File: src/rtl/systolic_pkg.sv
// rtl/systolic_pkg.sv - shared constants, state encoding and lane vector types for the systolic sequencer
package systolic_pkg;

  localparam int N      = 4;
  localparam int DW_DEF = 8;
  localparam int AW_DEF = 16;

  typedef enum logic [1:0] {
    IDLE = 2'd0,
    RUN  = 2'd1,
    OUT  = 2'd2
  } state_t;

  typedef logic [N-1:0][DW_DEF-1:0] dw_vec_t;
  typedef logic [N-1:0][AW_DEF-1:0] aw_vec_t;

endpackage

File: src/rtl/systolic_tile_buf.sv
// rtl/systolic_tile_buf.sv - K x 4 activation tile registers with one read port per lane
module systolic_tile_buf
  import systolic_pkg::*;
#(
  parameter int DW = DW_DEF,
  parameter int K  = 4,
  parameter int RW = 2
) (
  input  logic                  i_clk,
  input  logic                  i_rst,
  input  logic                  i_wr_en,
  input  logic [RW-1:0]         i_wr_row,
  input  logic [1:0]            i_wr_col,
  input  logic [DW-1:0]         i_wr_data,
  input  logic [N-1:0][RW-1:0]  i_rd_row,
  output logic [N-1:0][DW-1:0]  o_rd_data
);

  logic [N-1:0][DW-1:0] r_mem [K];

  // Clear the whole tile on reset, otherwise commit one cell per write strobe
  always_ff @(posedge i_clk) begin
    if (i_rst) begin
      for (int r = 0; r < K; r++) begin
        r_mem[r] <= '0;
      end
    end else if (i_wr_en) begin
      r_mem[i_wr_row][i_wr_col] <= i_wr_data;
    end
  end

  // Each lane reads its own column from the row it is currently skewed onto
  always_comb begin
    for (int i = 0; i < N; i++) begin
      o_rd_data[i] = r_mem[i_rd_row[i]][i];
    end
  end

endmodule

File: src/rtl/systolic_seq.sv
// rtl/systolic_seq.sv - skewed tile feed, result deskew and row-by-row return for the 4x4 systolic array
module systolic_seq
  import systolic_pkg::*;
#(
  parameter int DW        = DW_DEF,
  parameter int AW        = AW_DEF,
  parameter int K         = 4,
  parameter int ARRAY_LAT = 4,
  localparam int RW       = (K > 1) ? $clog2(K) : 1
) (
  input  logic            i_clk,
  input  logic            i_rst,
  input  logic            i_wr_en,
  input  logic [RW-1:0]   i_wr_row,
  input  logic [1:0]      i_wr_col,
  input  logic [DW-1:0]   i_wr_data,
  input  logic            i_start,
  output logic            o_busy,
  output logic            o_done,
  output logic            o_input_en,
  output logic [DW-1:0]   o_a1in,
  output logic [DW-1:0]   o_a2in,
  output logic [DW-1:0]   o_a3in,
  output logic [DW-1:0]   o_a4in,
  input  logic [AW-1:0]   i_y0,
  input  logic [AW-1:0]   i_y1,
  input  logic [AW-1:0]   i_y2,
  input  logic [AW-1:0]   i_y3,
  output logic            o_res_valid,
  input  logic            i_res_ready,
  output logic [RW-1:0]   o_res_idx,
  output logic [4*AW-1:0] o_res_data
);

  // t must reach K+2+ARRAY_LAT (last capture) without wrapping
  localparam int            TW       = $clog2(K + ARRAY_LAT + 4);
  localparam logic [TW-1:0] LAST_T   = TW'(K + 2 + ARRAY_LAT);
  localparam logic [RW-1:0] LAST_ROW = RW'(K - 1);

  state_t                r_state;
  state_t                w_next;
  logic [TW-1:0]         r_t;
  logic [RW-1:0]         r_ptr;
  logic [N-1:0][AW-1:0]  r_ybuf [K];
  logic [N-1:0][AW-1:0]  w_y;
  logic [N-1:0][RW-1:0]  w_rd_row;
  logic [N-1:0][DW-1:0]  w_rd_data;
  logic [N-1:0][DW-1:0]  w_lane;
  logic                  w_wr_ok;
  logic                  w_row_hs;

  assign w_y      = {i_y3, i_y2, i_y1, i_y0};
  assign w_wr_ok  = i_wr_en && (r_state == IDLE);
  assign w_row_hs = (r_state == OUT) && i_res_ready;

  systolic_tile_buf #(
    .DW (DW),
    .K  (K),
    .RW (RW)
  ) u_tile_buf (
    .i_clk     (i_clk),
    .i_rst     (i_rst),
    .i_wr_en   (w_wr_ok),
    .i_wr_row  (i_wr_row),
    .i_wr_col  (i_wr_col),
    .i_wr_data (i_wr_data),
    .i_rd_row  (w_rd_row),
    .o_rd_data (w_rd_data)
  );

  // Lane i looks at tile row t-i
  always_comb begin
    for (int i = 0; i < N; i++) begin
      w_rd_row[i] = RW'(r_t - TW'(i));
    end
  end

  // Lane i carries data only while t-i is a valid row of a running job
  always_comb begin
    for (int i = 0; i < N; i++) begin
      if ((r_state == RUN) && (r_t >= TW'(i)) && ((r_t - TW'(i)) < TW'(K))) begin
        w_lane[i] = w_rd_data[i];
      end else begin
        w_lane[i] = '0;
      end
    end
  end

  assign o_a1in = w_lane[0];
  assign o_a2in = w_lane[1];
  assign o_a3in = w_lane[2];
  assign o_a4in = w_lane[3];

  // State register
  always_ff @(posedge i_clk) begin
    if (i_rst) begin
      r_state <= IDLE;
    end else begin
      r_state <= w_next;
    end
  end

  // Next-state logic
  always_comb begin
    w_next = r_state;
    case (r_state)
      IDLE:    if (i_start) w_next = RUN;
      RUN:     if (r_t == LAST_T) w_next = OUT;
      OUT:     if (w_row_hs && (r_ptr == LAST_ROW)) w_next = IDLE;
      default: w_next = IDLE;
    endcase
  end

  // Output decode from state, row pointer and result buffer
  always_comb begin
    o_busy      = (r_state != IDLE);
    o_input_en  = (r_state == RUN);
    o_res_valid = (r_state == OUT);
    o_res_idx   = r_ptr;
    o_done      = w_row_hs && (r_ptr == LAST_ROW);
    o_res_data  = '0;
    if (r_state == OUT) begin
      o_res_data = r_ybuf[r_ptr];
    end
  end

  // Feed/capture time base: 0 on the first RUN cycle, held at 0 elsewhere
  always_ff @(posedge i_clk) begin
    if (i_rst) begin
      r_t <= '0;
    end else if (r_state == RUN) begin
      r_t <= r_t + 1'b1;
    end else begin
      r_t <= '0;
    end
  end

  // Result row pointer advances on each accepted row
  always_ff @(posedge i_clk) begin
    if (i_rst) begin
      r_ptr <= '0;
    end else if (w_row_hs) begin
      r_ptr <= (r_ptr == LAST_ROW) ? '0 : r_ptr + 1'b1;
    end else if (r_state != OUT) begin
      r_ptr <= '0;
    end
  end

  // Deskew: column j of row r emerges ARRAY_LAT cycles after it was fed at t=r+j
  always_ff @(posedge i_clk) begin
    if (i_rst) begin
      for (int r = 0; r < K; r++) begin
        r_ybuf[r] <= '0;
      end
    end else if (r_state == RUN) begin
      for (int r = 0; r < K; r++) begin
        for (int j = 0; j < N; j++) begin
          if (r_t == TW'(r + j + ARRAY_LAT)) begin
            r_ybuf[r][j] <= w_y[j];
          end
        end
      end
    end
  end

endmodule
File: config.mk
export PLATFORM = sky130hd
export DESIGN_NAME = systolic_seq
export DESIGN_NICKNAME = d
export VERILOG_FILES = /design/src/rtl/systolic_pkg.sv /design/src/rtl/systolic_tile_buf.sv /design/src/rtl/systolic_seq.sv
export SDC_FILE = /design/constraint.sdc
export NUM_CORES = 1
export LEC_CHECK = 0
export ABC_AREA = 0
export CORE_ASPECT_RATIO = 1.75
export CORE_MARGIN = 1
export CORE_UTILIZATION = 50
export CTS_CLUSTER_SIZE = 16
export DETAILED_ROUTE_END_ITERATION = 8
export DONT_BUFFER_PORTS = 1
export PLACE_DENSITY = 0.71
export SLEW_MARGIN = 40
export SYNTH_ARGS = -nofsm -noshare
export SYNTH_HDL_FRONTEND = slang
export SYNTH_SLANG_ARGS = --single-unit
File: constraint.sdc
create_clock -name i_clk -period 8.6 [get_ports i_clk]
set_clock_uncertainty 0.15 [all_clocks]
set_input_delay 1.72 -clock i_clk [delete_from_list [all_inputs] [get_ports i_clk]]
set_output_delay 1.72 -clock i_clk [all_outputs]
set_load 0.01 [all_outputs]
==> flow_summary.html <==
<table>
<tr><th>Metric</th><th>Value</th></tr>
<tr><th colspan="2">Outcome</th></tr>
<tr><td>Result of the run</td><td>finished clean</td></tr>
<tr><th colspan="2">Setup path</th></tr>
<tr><td>Crit path max fanout</td><td>41</td></tr>
<tr><td>Slack of the worst reg-to-reg path</td><td>about 5.7 ns</td></tr>
<tr><td>Worst reg2reg path depth</td><td>6</td></tr>
<tr><td>Crit path DAT</td><td>roughly 3.2 ns</td></tr>
<tr><td>Crit. End Element</td><td>primary output</td></tr>
<tr><td>Stage delay of the slowest cell on the critical path</td><td>0.84 ns</td></tr>
<tr><td>Worst endpoint required time</td><td>6.73 ns</td></tr>
<tr><td>Startpoint of the lowest-slack register-to-register path</td><td>r_t[0]$_SDFF_PP0_</td></tr>
<tr><td>Category of the most critical setup path</td><td>flop to primary output</td></tr>
<tr><td>Cells along the critical path</td><td>buf_4 -&gt; inv_1 -&gt; ha_1 -&gt; mux4_2 -&gt; nor3b_1</td></tr>
<tr><td>Crit start category</td><td>flop</td></tr>
<tr><td>Capturing point of the worst reg2reg path</td><td>r_ybuf[3][8]$_SDFFCE_PN0P_</td></tr>
<tr><td>Standard cell with the maximum stage delay on the critical path</td><td>sky130_fd_sc_hd__ha_1</td></tr>
<tr><th colspan="2">Place</th></tr>
<tr><td>Weighted congestion reported at the end of routability-driven placement</td><td>0.9960</td></tr>
<tr><td>Port-buffer cells</td><td>0</td></tr>
<tr><td>Post-place instance area</td><td>18310 um2</td></tr>
<tr><td>HPWL after DPL</td><td>26770 um</td></tr>
<tr><th colspan="2">Logic synthesis</th></tr>
<tr><td>Synthesized area divided by synthesized cell count</td><td>15.38 um2</td></tr>
<tr><td>Post-synth ARST share</td><td>0%</td></tr>
<tr><td>Fraction of the yosys area taken by sequential cells</td><td>66.08%</td></tr>
<tr><td>Largest area contributor in the synthesized netlist</td><td>sky130_fd_sc_hd__edfxtp_1</td></tr>
<tr><td>Syn Nets</td><td>1245</td></tr>
<tr><td>Top area cells in the synthesized netlist</td><td>sky130_fd_sc_hd__edfxtp_1 (65%), sky130_fd_sc_hd__mux4_2 (12%), sky130_fd_sc_hd__and2_1 (12%)</td></tr>
<tr><td>Library cells used by synthesis</td><td>37</td></tr>
<tr><td>Most frequently used flop master after synthesis</td><td>sky130_fd_sc_hd__edfxtp_1</td></tr>
<tr><td>EDFF count, synth</td><td>about 380</td></tr>
<tr><td>Synthesized flop and latch total</td><td>394</td></tr>
<tr><td>Synthesized instance count</td><td>1154</td></tr>
<tr><td>Post-synth top area share</td><td>64.95%</td></tr>
<tr><td>Combined area of all synthesized cells</td><td>17750 um2</td></tr>
<tr><td>Number of warnings printed during yosys synthesis</td><td>0</td></tr>
<tr><th colspan="2">Route</th></tr>
<tr><td>Length of routed met3 wiring</td><td>2828 um</td></tr>
<tr><td>Routed via count divided by cell count</td><td>5.746</td></tr>
<tr><td>Total wire length after detailed routing</td><td>41220 um</td></tr>
<tr><td>Vias</td><td>9366</td></tr>
<tr><td>Count of TritonRoute iterations in the first routing pass</td><td>5</td></tr>
<tr><td>Met2 routed wirelength</td><td>roughly 22000 um</td></tr>
<tr><td>Top layer in use</td><td>met4</td></tr>
<tr><td>Initial DRC Count</td><td>~600</td></tr>
<tr><td>Antenna-violating nets left</td><td>0</td></tr>
<tr><td>Metal1 wirelength</td><td>about 14000 um</td></tr>
<tr><td>DRC violations left</td><td>0</td></tr>
<tr><td>Detailed-route wire length per cell</td><td>25.29 um</td></tr>
<tr><th colspan="2">STA</th></tr>
<tr><td>Final Hold Vio Count</td><td>0</td></tr>
<tr><td>Final Hold Slack</td><td>a little over 0.5 ns</td></tr>
<tr><td>Slew margin rel.</td><td>46.13%</td></tr>
<tr><td>Total negative slack</td><td>0 ns</td></tr>
<tr><td>Final Critical Period</td><td>approximately 5.1 ns</td></tr>
<tr><td>Transition time at the pin with the least slew margin</td><td>0.8050 ns</td></tr>
<tr><td>Setup repair after global routing missed its margin</td><td>no</td></tr>
<tr><td>Final Max Slew Viols</td><td>0</td></tr>
<tr><td>F_max</td><td>196.6 MHz</td></tr>
<tr><td>Crit share post-route</td><td>59.13%</td></tr>
<tr><td>Final count of negative-setup-slack endpoints</td><td>0</td></tr>
<tr><th colspan="2">Floorplan</th></tr>
<tr><td>Boundary pin count</td><td>183</td></tr>
<tr><td>Starting Density</td><td>50.62%</td></tr>
<tr><td>Floorplan row count</td><td>91</td></tr>
<tr><td>Die height</td><td>251.3 um</td></tr>
<tr><td>Area enclosed by the die boundary</td><td>about 36000 um2</td></tr>
<tr><td>Core region area</td><td>between 30000 and 40000 um2</td></tr>
<tr><td>X dimension of the die</td><td>144.4 um</td></tr>
<tr><th colspan="2">Power</th></tr>
<tr><td>Power per unit of standard cell area</td><td>203.2 nW/um2</td></tr>
<tr><td>Post-layout total power</td><td>3.965 mW</td></tr>
<tr><td>Leakage dissipation</td><td>6.997 nW</td></tr>
<tr><td>Max IR drop VDD</td><td>0.2052 mV</td></tr>
<tr><th colspan="2">Layout</th></tr>
<tr><td>Area of the multi-input gates</td><td>roughly 5700 um2</td></tr>
<tr><td>Number of antenna cells inserted</td><td>0</td></tr>
<tr><td>Final-stage net count</td><td>around 1200</td></tr>
<tr><td>Most common library cell in the layout ignoring fill and taps</td><td>sky130_fd_sc_hd__edfxtp_1</td></tr>
<tr><td>Util after Layout</td><td>roughly 56%</td></tr>
<tr><td>Area growth from synthesis to final layout</td><td>9.909%</td></tr>
<tr><td>Register Area</td><td>between 10000 and 15000 um2</td></tr>
<tr><td>Share of cells above drive strength 1</td><td>17.68%</td></tr>
<tr><td>Commonest cells after routing, fill and taps aside</td><td>sky130_fd_sc_hd__edfxtp_1 (384), sky130_fd_sc_hd__and2_1 (332), sky130_fd_sc_hd__nor2_1 (110), sky130_fd_sc_hd__mux4_2 (96), sky130_fd_sc_hd__clkbuf_16 (39)</td></tr>
<tr><td>Count of fill cells added during filler insertion</td><td>2852</td></tr>
<tr><td>Layout Cell Area excl Fill</td><td>19510 um2</td></tr>
<tr><th colspan="2">CTS</th></tr>
<tr><td>Insertion delay to the later sink of the worst-skew pair</td><td>0.52 ns</td></tr>
<tr><td>Bufs on Longest Clock Path</td><td>3</td></tr>
<tr><td>Number of gates resized after cts</td><td>0</td></tr>
<tr><td>Sinks on Clock Net</td><td>a little under 400</td></tr>
<tr><td># Post-CTS Setup Buffers</td><td>0</td></tr>
<tr><td>CTS Hold Buffers Added</td><td>0</td></tr>
<tr><td>Buffer cell driving the clock tree root</td><td>sky130_fd_sc_hd__clkbuf_16</td></tr>
<tr><td>Num CTS Buffers</td><td>37</td></tr>
<tr><td>Number of H-tree levels</td><td>2</td></tr>
<tr><td>Clk slew on worst S/H paths</td><td>about 0.06 ns</td></tr>
<tr><td>CTS tree</td><td>yes</td></tr>
<tr><th colspan="2">Global route</th></tr>
<tr><td>Maximum number of pins on one net before global-route repair</td><td>66</td></tr>
<tr><td>Global-route wire length before repair</td><td>between 60000 and 70000 um</td></tr>
<tr><td>Via count of the first global-routing pass</td><td>9539</td></tr>
<tr><td>GRT Total Usage</td><td>a little under a quarter</td></tr>
<tr><td>Antenna violations before repair</td><td>0</td></tr>
<tr><td>GRT overflow</td><td>0</td></tr>
<tr><th colspan="2">Min path</th></tr>
<tr><td>Type of the worst min-delay path</td><td>flop to flop</td></tr>
<tr><td>Hold Path Stages</td><td>2</td></tr>
<tr><td>Hold Startpoint</td><td>o_res_idx[1]$_SDFFE_PP0N_</td></tr>
<tr><th colspan="2">Flow run</th></tr>
<tr><td>Total of max-cap violations</td><td>0</td></tr>
</table>
==> kinds of logic after synthesis <==
| family | Yosys count | synth area share [%] |
|---|---|---|
| muxes | 98 | 12.29 |
| adders and majority gates | 10 | 0.7048 |
| xor gates and xnor gates | 5 | 0.2467 |
| and+or+nand+nor | 530 | 17.27 |
| AOI/OAI and AO/OA | 31 | 1.297 |
| buffers and inverters | 86 | 2.114 |
| DFF | 394 | 66.08 |
==> worst max path at each step <==
stage                      startpoint        end  slack (ns)  depth (start not counted)
detailed placement  r_t[0]$_SDFF_PP0_  o_a2in[2]        4.02                          5
global route        r_t[0]$_SDFF_PP0_  o_a2in[2]        3.31                          5
finish              r_t[0]$_SDFF_PP0_  o_a2in[2]        3.51                          5
CTS                 r_t[0]$_SDFF_PP0_  o_a2in[2]        3.43                          5
global placement    r_t[1]$_SDFF_PP0_  o_a2in[1]        3.94                          4
floorplan           r_t[1]$_SDFF_PP0_  o_a2in[6]        4.24                          8
==> flip-flops by register name, summed over array words and instances (netlist names), named ones only <==
| register | flops |
|---|---|
| r_state | 2 |
| o_res_idx | 2 |
| r_ybuf | 256 |
| u_tile_buf.r_mem | 128 |
| r_t | 4 |
==> critical path: cells and delay by family, from the launching register on <==
kind,cells,cell delay [ns]
mux,1,0.33
buf+inv,2,0.77
fa+ha+maj,1,0.84
flops,1,0.31
simple gates,1,0.42
==> area by class of cell <==
cell class	count	area share (%)
Tap cell	465	2.982
Multi-Input combinational cell	674	29.36
Clock inverter	20	0.9747
Inverter	11	0.2244
Timing Repair Buffer	22	1.186
Sequential cell	394	60.17
Clock buffer	44	5.098
==> where the power goes <==
part	internal [mW]	switching (mW)	leakage [nW]
registers	2.17	0.0200	4.04
clock network	0.922	0.697	0.583
logic	0.0563	0.0961	2.37
total	3.15	0.813	7.00
==> metal layers <==
metal | vias up | track usage, %
met2 | 323 | 40.65
met3 | 94 | 5.752
met4 | 0 | 13.41
li1 | 4198 | -
met5 | - | 0
met1 | 4751 | 25.63
==> per-stage QoR <==
step                instances  setup WS [ns]
floorplan                1154          4.238
global placement         1560          3.941
detailed placement       1566          4.017
CTS                      1630          3.430
global route             1630          3.313
finish                   1630          3.514
==> cell usage after synthesis, types with 3 or more instances <==
master                     instances
sky130_fd_sc_hd__o21bai_1          6
sky130_fd_sc_hd__and3_1            8
sky130_fd_sc_hd__inv_1            11
sky130_fd_sc_hd__nor3_1            3
sky130_fd_sc_hd__mux4_2           96
sky130_fd_sc_hd__buf_4             7
sky130_fd_sc_hd__nor3_4            3
sky130_fd_sc_hd__a31o_2            6
sky130_fd_sc_hd__ha_1             10
sky130_fd_sc_hd__and2_1          332
sky130_fd_sc_hd__nor3b_1           8
sky130_fd_sc_hd__a21o_1            8
sky130_fd_sc_hd__nand3_1          24
sky130_fd_sc_hd__nand2b_1          4
sky130_fd_sc_hd__clkbuf_1         45
sky130_fd_sc_hd__a21oi_1           5
sky130_fd_sc_hd__dfxtp_1          10
sky130_fd_sc_hd__edfxtp_1        384
sky130_fd_sc_hd__nand2_1           9
sky130_fd_sc_hd__buf_2            14
sky130_fd_sc_hd__nor3_2            4
sky130_fd_sc_hd__xnor2_1           4
sky130_fd_sc_hd__nor2b_1          19
sky130_fd_sc_hd__clkbuf_2          7
sky130_fd_sc_hd__nor2_1          110
Power figures use the tool's default switching activity.
